[src/rtl/fetch_unit.sv]
// Instruction-fetch front end: issues sequential PCs to a fixed-latency imem,
// tracks outstanding reads, buffers returned words and hands them to decode.
// Optional feature macro: FETCH_MISALIGN_CHK_EN (sticky fault on misaligned redirect).
module fetch_unit #(
  parameter logic [31:0] RESET_PC   = 32'h0000_0000,
  parameter int unsigned IMEM_LAT   = 2,
  parameter int unsigned FIFO_DEPTH = 4
) (
  input  logic        clk,
  input  logic        rst_n,
  output logic        imem_rd_en_o,
  output logic [31:0] imem_pc_o,
  input  logic [31:0] imem_instr_i,
  input  logic        redirect_valid_i,
  input  logic [31:0] redirect_pc_i,
  output logic        out_valid_o,
  input  logic        out_ready_i,
  output logic [31:0] out_instr_o,
  output logic [31:0] out_pc_o,
  output logic        fetch_fault_o
);

  localparam int unsigned PtrW = $clog2(FIFO_DEPTH);
  localparam int unsigned CntW = PtrW + 1;

  logic [31:0]         pc_q, pc_d;
  logic [IMEM_LAT-1:0] infl_vld_q, infl_vld_d;
  logic [31:0]         infl_pc_q [IMEM_LAT];
  logic [31:0]         infl_pc_d [IMEM_LAT];
  logic [31:0]         mem_instr_q [FIFO_DEPTH];
  logic [31:0]         mem_pc_q [FIFO_DEPTH];
  logic [PtrW-1:0]     rd_ptr_q, rd_ptr_d, wr_ptr_q, wr_ptr_d, rd_ptr_inc;
  logic [CntW-1:0]     count_q, count_d;
  logic [31:0]         head_instr_q, head_instr_d, head_pc_q, head_pc_d;
  logic                fault_q, fault_d;
  logic [31:0]         redir_pc;
  logic                redir_mis;
  int unsigned         infl_cnt;
  logic                issue, push, pop;

`ifdef FETCH_MISALIGN_CHK_EN
  assign redir_pc  = redirect_pc_i;
  assign redir_mis = |redirect_pc_i[1:0];

  if (RESET_PC[1:0] != 2'b00) begin : gen_reset_pc_chk
    $error("RESET_PC must be word aligned");
  end
`else
  // Low address bits are simply dropped; no fault can be raised.
  assign redir_pc  = redirect_pc_i & 32'hFFFF_FFFC;
  assign redir_mis = 1'b0;
`endif

  assign imem_rd_en_o  = rst_n;
  assign imem_pc_o     = pc_q;
  assign out_valid_o   = (count_q != '0);
  assign out_instr_o   = head_instr_q;
  assign out_pc_o      = head_pc_q;
  assign fetch_fault_o = fault_q;

  // Count outstanding reads; each one holds a reserved FIFO slot.
  always_comb begin
    infl_cnt = 0;
    for (int i = 0; i < IMEM_LAT; i++) begin
      infl_cnt = infl_cnt + 32'(infl_vld_q[i]);
    end
  end

  assign issue      = !redirect_valid_i && !fault_q &&
                      ((32'(count_q) + infl_cnt) < FIFO_DEPTH);
  assign push       = infl_vld_q[IMEM_LAT-1] && !redirect_valid_i;
  assign pop        = (count_q != '0) && out_ready_i;
  assign rd_ptr_inc = rd_ptr_q + PtrW'(1);

  // Next-state: PC advance, inflight shift, FIFO pointers and registered head.
  always_comb begin
    pc_d         = pc_q;
    infl_vld_d   = infl_vld_q;
    infl_pc_d    = infl_pc_q;
    rd_ptr_d     = rd_ptr_q;
    wr_ptr_d     = wr_ptr_q;
    count_d      = count_q;
    head_instr_d = head_instr_q;
    head_pc_d    = head_pc_q;
    fault_d      = fault_q;
    if (redirect_valid_i) begin
      // Flush everything; the head register keeps its last value.
      pc_d       = redir_pc;
      fault_d    = redir_mis;
      infl_vld_d = '0;
      rd_ptr_d   = '0;
      wr_ptr_d   = '0;
      count_d    = '0;
    end else begin
      for (int i = IMEM_LAT - 1; i > 0; i--) begin
        infl_vld_d[i] = infl_vld_q[i-1];
        infl_pc_d[i]  = infl_pc_q[i-1];
      end
      infl_vld_d[0] = issue;
      infl_pc_d[0]  = pc_q;
      if (issue) pc_d = pc_q + 32'd4;
      if (push) wr_ptr_d = wr_ptr_q + PtrW'(1);
      if (pop) rd_ptr_d = rd_ptr_inc;
      count_d = count_q + CntW'(push) - CntW'(pop);
      // Head follows the oldest remaining entry, or the incoming word if none remains.
      if (pop && (count_q > CntW'(1))) begin
        head_instr_d = mem_instr_q[rd_ptr_inc];
        head_pc_d    = mem_pc_q[rd_ptr_inc];
      end else if (push && ((count_q == '0) || (pop && (count_q == CntW'(1))))) begin
        head_instr_d = imem_instr_i;
        head_pc_d    = infl_pc_q[IMEM_LAT-1];
      end
    end
  end

  // Control and head state with asynchronous reset.
  always_ff @(posedge clk or negedge rst_n) begin
    if (!rst_n) begin
      pc_q         <= RESET_PC;
      infl_vld_q   <= '0;
      for (int i = 0; i < IMEM_LAT; i++) infl_pc_q[i] <= '0;
      rd_ptr_q     <= '0;
      wr_ptr_q     <= '0;
      count_q      <= '0;
      head_instr_q <= '0;
      head_pc_q    <= '0;
      fault_q      <= 1'b0;
    end else begin
      pc_q         <= pc_d;
      infl_vld_q   <= infl_vld_d;
      infl_pc_q    <= infl_pc_d;
      rd_ptr_q     <= rd_ptr_d;
      wr_ptr_q     <= wr_ptr_d;
      count_q      <= count_d;
      head_instr_q <= head_instr_d;
      head_pc_q    <= head_pc_d;
      fault_q      <= fault_d;
    end
  end

  // Buffer storage; only valid entries are ever read, so no reset needed.
  always_ff @(posedge clk) begin
    if (push) begin
      mem_instr_q[wr_ptr_q] <= imem_instr_i;
      mem_pc_q[wr_ptr_q]    <= infl_pc_q[IMEM_LAT-1];
    end
  end

endmodule

[config.mk]
export PLATFORM = sky130hd
export DESIGN_NAME = fetch_unit
export DESIGN_NICKNAME = d
export VERILOG_FILES = /design/src/rtl/fetch_unit.sv
export SDC_FILE = /design/constraint.sdc
export NUM_CORES = 1
export LEC_CHECK = 0
export BUFFER_PORTS_ARGS = -buffer_cell sky130_fd_sc_hd__buf_2
export CAP_MARGIN = 20
export CORE_ASPECT_RATIO = 0.6
export CORE_MARGIN = 4
export CORE_UTILIZATION = 55
export CTS_BUF_LIST = sky130_fd_sc_hd__clkbuf_4 sky130_fd_sc_hd__clkbuf_8
export DETAILED_ROUTE_END_ITERATION = 12
export PLACE_DENSITY_LB_ADDON = 0.25
export SYNTH_ARGS = -nofsm -noshare
export SYNTH_HDL_FRONTEND = slang
export SYNTH_SLANG_ARGS = --single-unit
[constraint.sdc]
create_clock -name clk -period 5.1 [get_ports clk]
set_input_delay 1.02 -clock clk [delete_from_list [all_inputs] [get_ports clk]]
set_output_delay 1.02 -clock clk [all_outputs]
set_load 0.05 [all_outputs]
==> impl_metrics.ini <==
[outcome]
outcome = finished, final reports clean

[critical_path]
cp.required_ns = 4.08
path_buf_inv = 2
critPathMaxFanout = 54
crit_path_cell_trace = buf_6 > buf_2
r2r_cells = 8
reg2reg_to = out_pc_o[18]$_DFFE_PN0P_
cp-start-kind = input port
critPathCaptureType = output port
arrival_ns = 1.87
reg2reg_slack_ns = 2.29
worstReg2RegStart = count_q[1]$_DFF_PN0_
critPathMaxStageDelay_ns = 0.44
crit_family = buffers and inverters
path_class = in2out
slowest_stage = buf_6

[route]
via_per_inst = 5.586
wl_per_cell_um = 21.06
drtIter0Drc = 559
drc = 0
routed_wirelength_um = 32570
vias = 8642
ant_nets = 0
drt-pass1-iter-count = 5

[timing]
setup_tns_ns = 0
slew_headroom_pct = 30.47
rsz0062_at_grt = no
timing.fmax_ghz = 0.3458
period_needed_ns = 2.892
hold_slack_ns = 0.4206
final_min_period_over_clock_period_pct = 56.70
setup_viol = 0
report.final.hold_viol_count = 0
drv_slew = 0
tightest_slew_ns = 1.043
clock_skew_ns = 0.01834

[logic_synthesis]
syn_area_sq_um = 16640
synthTopCellsByArea = edfxtp_1 45%, dfrtp_1 24%, mux2_2 13%
synth_seq_cells = 409
synthCells = 911
synth_top_area_share_pct = 44.75
yosys.area.top_type = edfxtp_1
synth-adder-area-share_pct = 0.8720
ys.warnings.count = 0
post_synth_num_cell_types = 51
synthSimpleGateAreaFrac_pct = 2.962
synthMuxAreaShare_pct = 21.23
synth_seq_area_share_pct = 68.95
synthXorXnorAreaFrac_pct = 1.526
synth_compound_area_share_pct = 2.579
syn_area_per_cell_sq_um = 18.27
synth_top_family_by_area = multiplexers

[floorplanning]
fp.dieH_um = 142.7
dieArea_sq_um = 33200
die_x_um = 232.6
rows = 49
core_area_sq_um = 29860
start_util_pct = 55.74
pin_count = 167

[pwr]
p_total_mw = 9.842
power.leakage_nw = 7.171
powerDensity_nw_per_um2 = 517.4
ir_drop_mv = 0.3252

[cells_and_area]
layout-drive-gt1-share_pct = 46.80
fin_area_sq_um = 19020
nNetsFinal = 1168
num-fill-cells = 2189
final_common_cell = edfxtp_1
syn2layout_area_growth_pct = 14.29
final_cell_mix = 248 x edfxtp_1, 185 x mux2_2, 159 x dfrtp_1
antenna_cells = 0

[global_route]
antenna_found_initial = 0
grt_pass1_wl_um = 52260
grt_pass1_vias = 9104
grt_max_degree = 110
gr-usage-all-layers_pct = 20.17
grt_overflow = 0

[clock_tree]
clockRootBuffer = clkbuf_8
cts_tree = built
cts-htree-levels = 2
clk_pin_slew_ns = 0.06
numClockSinks = 409
cts_buffers = 58
clock_latency_ns = 0.59
postCtsSetupBuffers = 0
cts_resized = 0
hold_buffers = 0
clk_path_buf_depth = 3

[job]
maxCapViolations = 0

[placement]
dpl-instance-area_sq_um = 17790
io_buffers = 159
dp_hpwl_um = 18700
place_congestion = 0.8260

[worst_hold_path]
hold_class = in2async
==> cells by family after synthesis <==
logic type      Yosys count
simple gates             88
buf+inv                  60
fa+ha+maj                11
compound gates           62
other cells               1
xor+xnor                 29
mux                     251
flops                   409
==> flip-flops by register name, summed over array words and instances (netlist names), 3 cells and up <==
signal,cells
out_instr_o,32
mem_pc_q,120
count_q,3
imem_pc_o,30
out_pc_o,30
mem_instr_q,128
infl_pc_q,60
==> where the power goes <==
part / total, mW / internal, mW / switching, mW
clock network: 2.64 / 1.46 / 1.19
registers: 4.49 / 4.03 / 0.465
logic: 2.71 / 0.981 / 1.72
total: 9.84 / 6.47 / 3.38
==> routing by layer <==
metal / part of all wire (%) / global-route usage (%) / vias up
met5: 0 / 0 / -
met4: 1.0 / 4.304 / 0
met3: 5.1 / 4.366 / 31
met2: 47 / 31.42 / 197
met1: 47 / 30.01 / 4527
li1: - / - / 3887
==> Yosys cell counts, drive strengths merged <==
cell and n:
a211o 1, a21o 2, a21oi 1, a22o 1, a31oi 2, and2 6, and3 5, and4 2
buf 23, clkbuf 28, conb 1, dfrtp 161, edfxtp 248, fa 1, ha 10, inv 9
mux2 186, mux2i 3, mux4 62, nand2 33, nand3 8, nand3b 1, nand4 4, nor2 15
nor2b 4, nor3 3, nor4 2, nor4b 1, o2111ai 12, o211ai 12, o21ai 29, o21bai 1
o311ai 1, or3 2, or4 2, xnor2 8, xor2 21
==> worst max-delay path by stage <==
stage	slack [ns]	endpoint	cells after the start	startpoint
global route	2.10	imem_rd_en_o	2	rst_n
finish	2.21	imem_rd_en_o	2	rst_n
CTS	2.16	imem_rd_en_o	2	rst_n
floorplan	1.70	mem_instr_q[0][0]$_DFFE_PP_	3	redirect_valid_i
global placement	1.87	mem_instr_q[2][17]$_DFFE_PP_	3	redirect_valid_i
detailed placement	1.89	mem_instr_q[2][17]$_DFFE_PP_	3	redirect_valid_i
==> layout make-up <==
cell class	instances	area, sq um	area share, %
multi-input cells	446	4900	25.76
flip-flops and latches	409	11480	60.37
repair buffers	165	862.1	4.532
well taps	408	510.5	2.684
clock inverters	11	45.04	0.2368
clock buffers	99	1187	6.242
inverters	9	33.78	0.1776
==> through the flow <==
| step | utilization [%] | setup WS (ns) | instances |
|---|---|---|---|
| global placement | 59.58 | 1.874 | 1437 |
| floorplan | - | 1.699 | 915 |
| finish | 63.71 | 2.208 | 1547 |
| detailed placement | 59.58 | 1.886 | 1437 |
| CTS | 63.71 | 2.159 | 1547 |
| global route | 63.71 | 2.100 | 1547 |
Note: power is estimated with default switching activity, not from simulation.
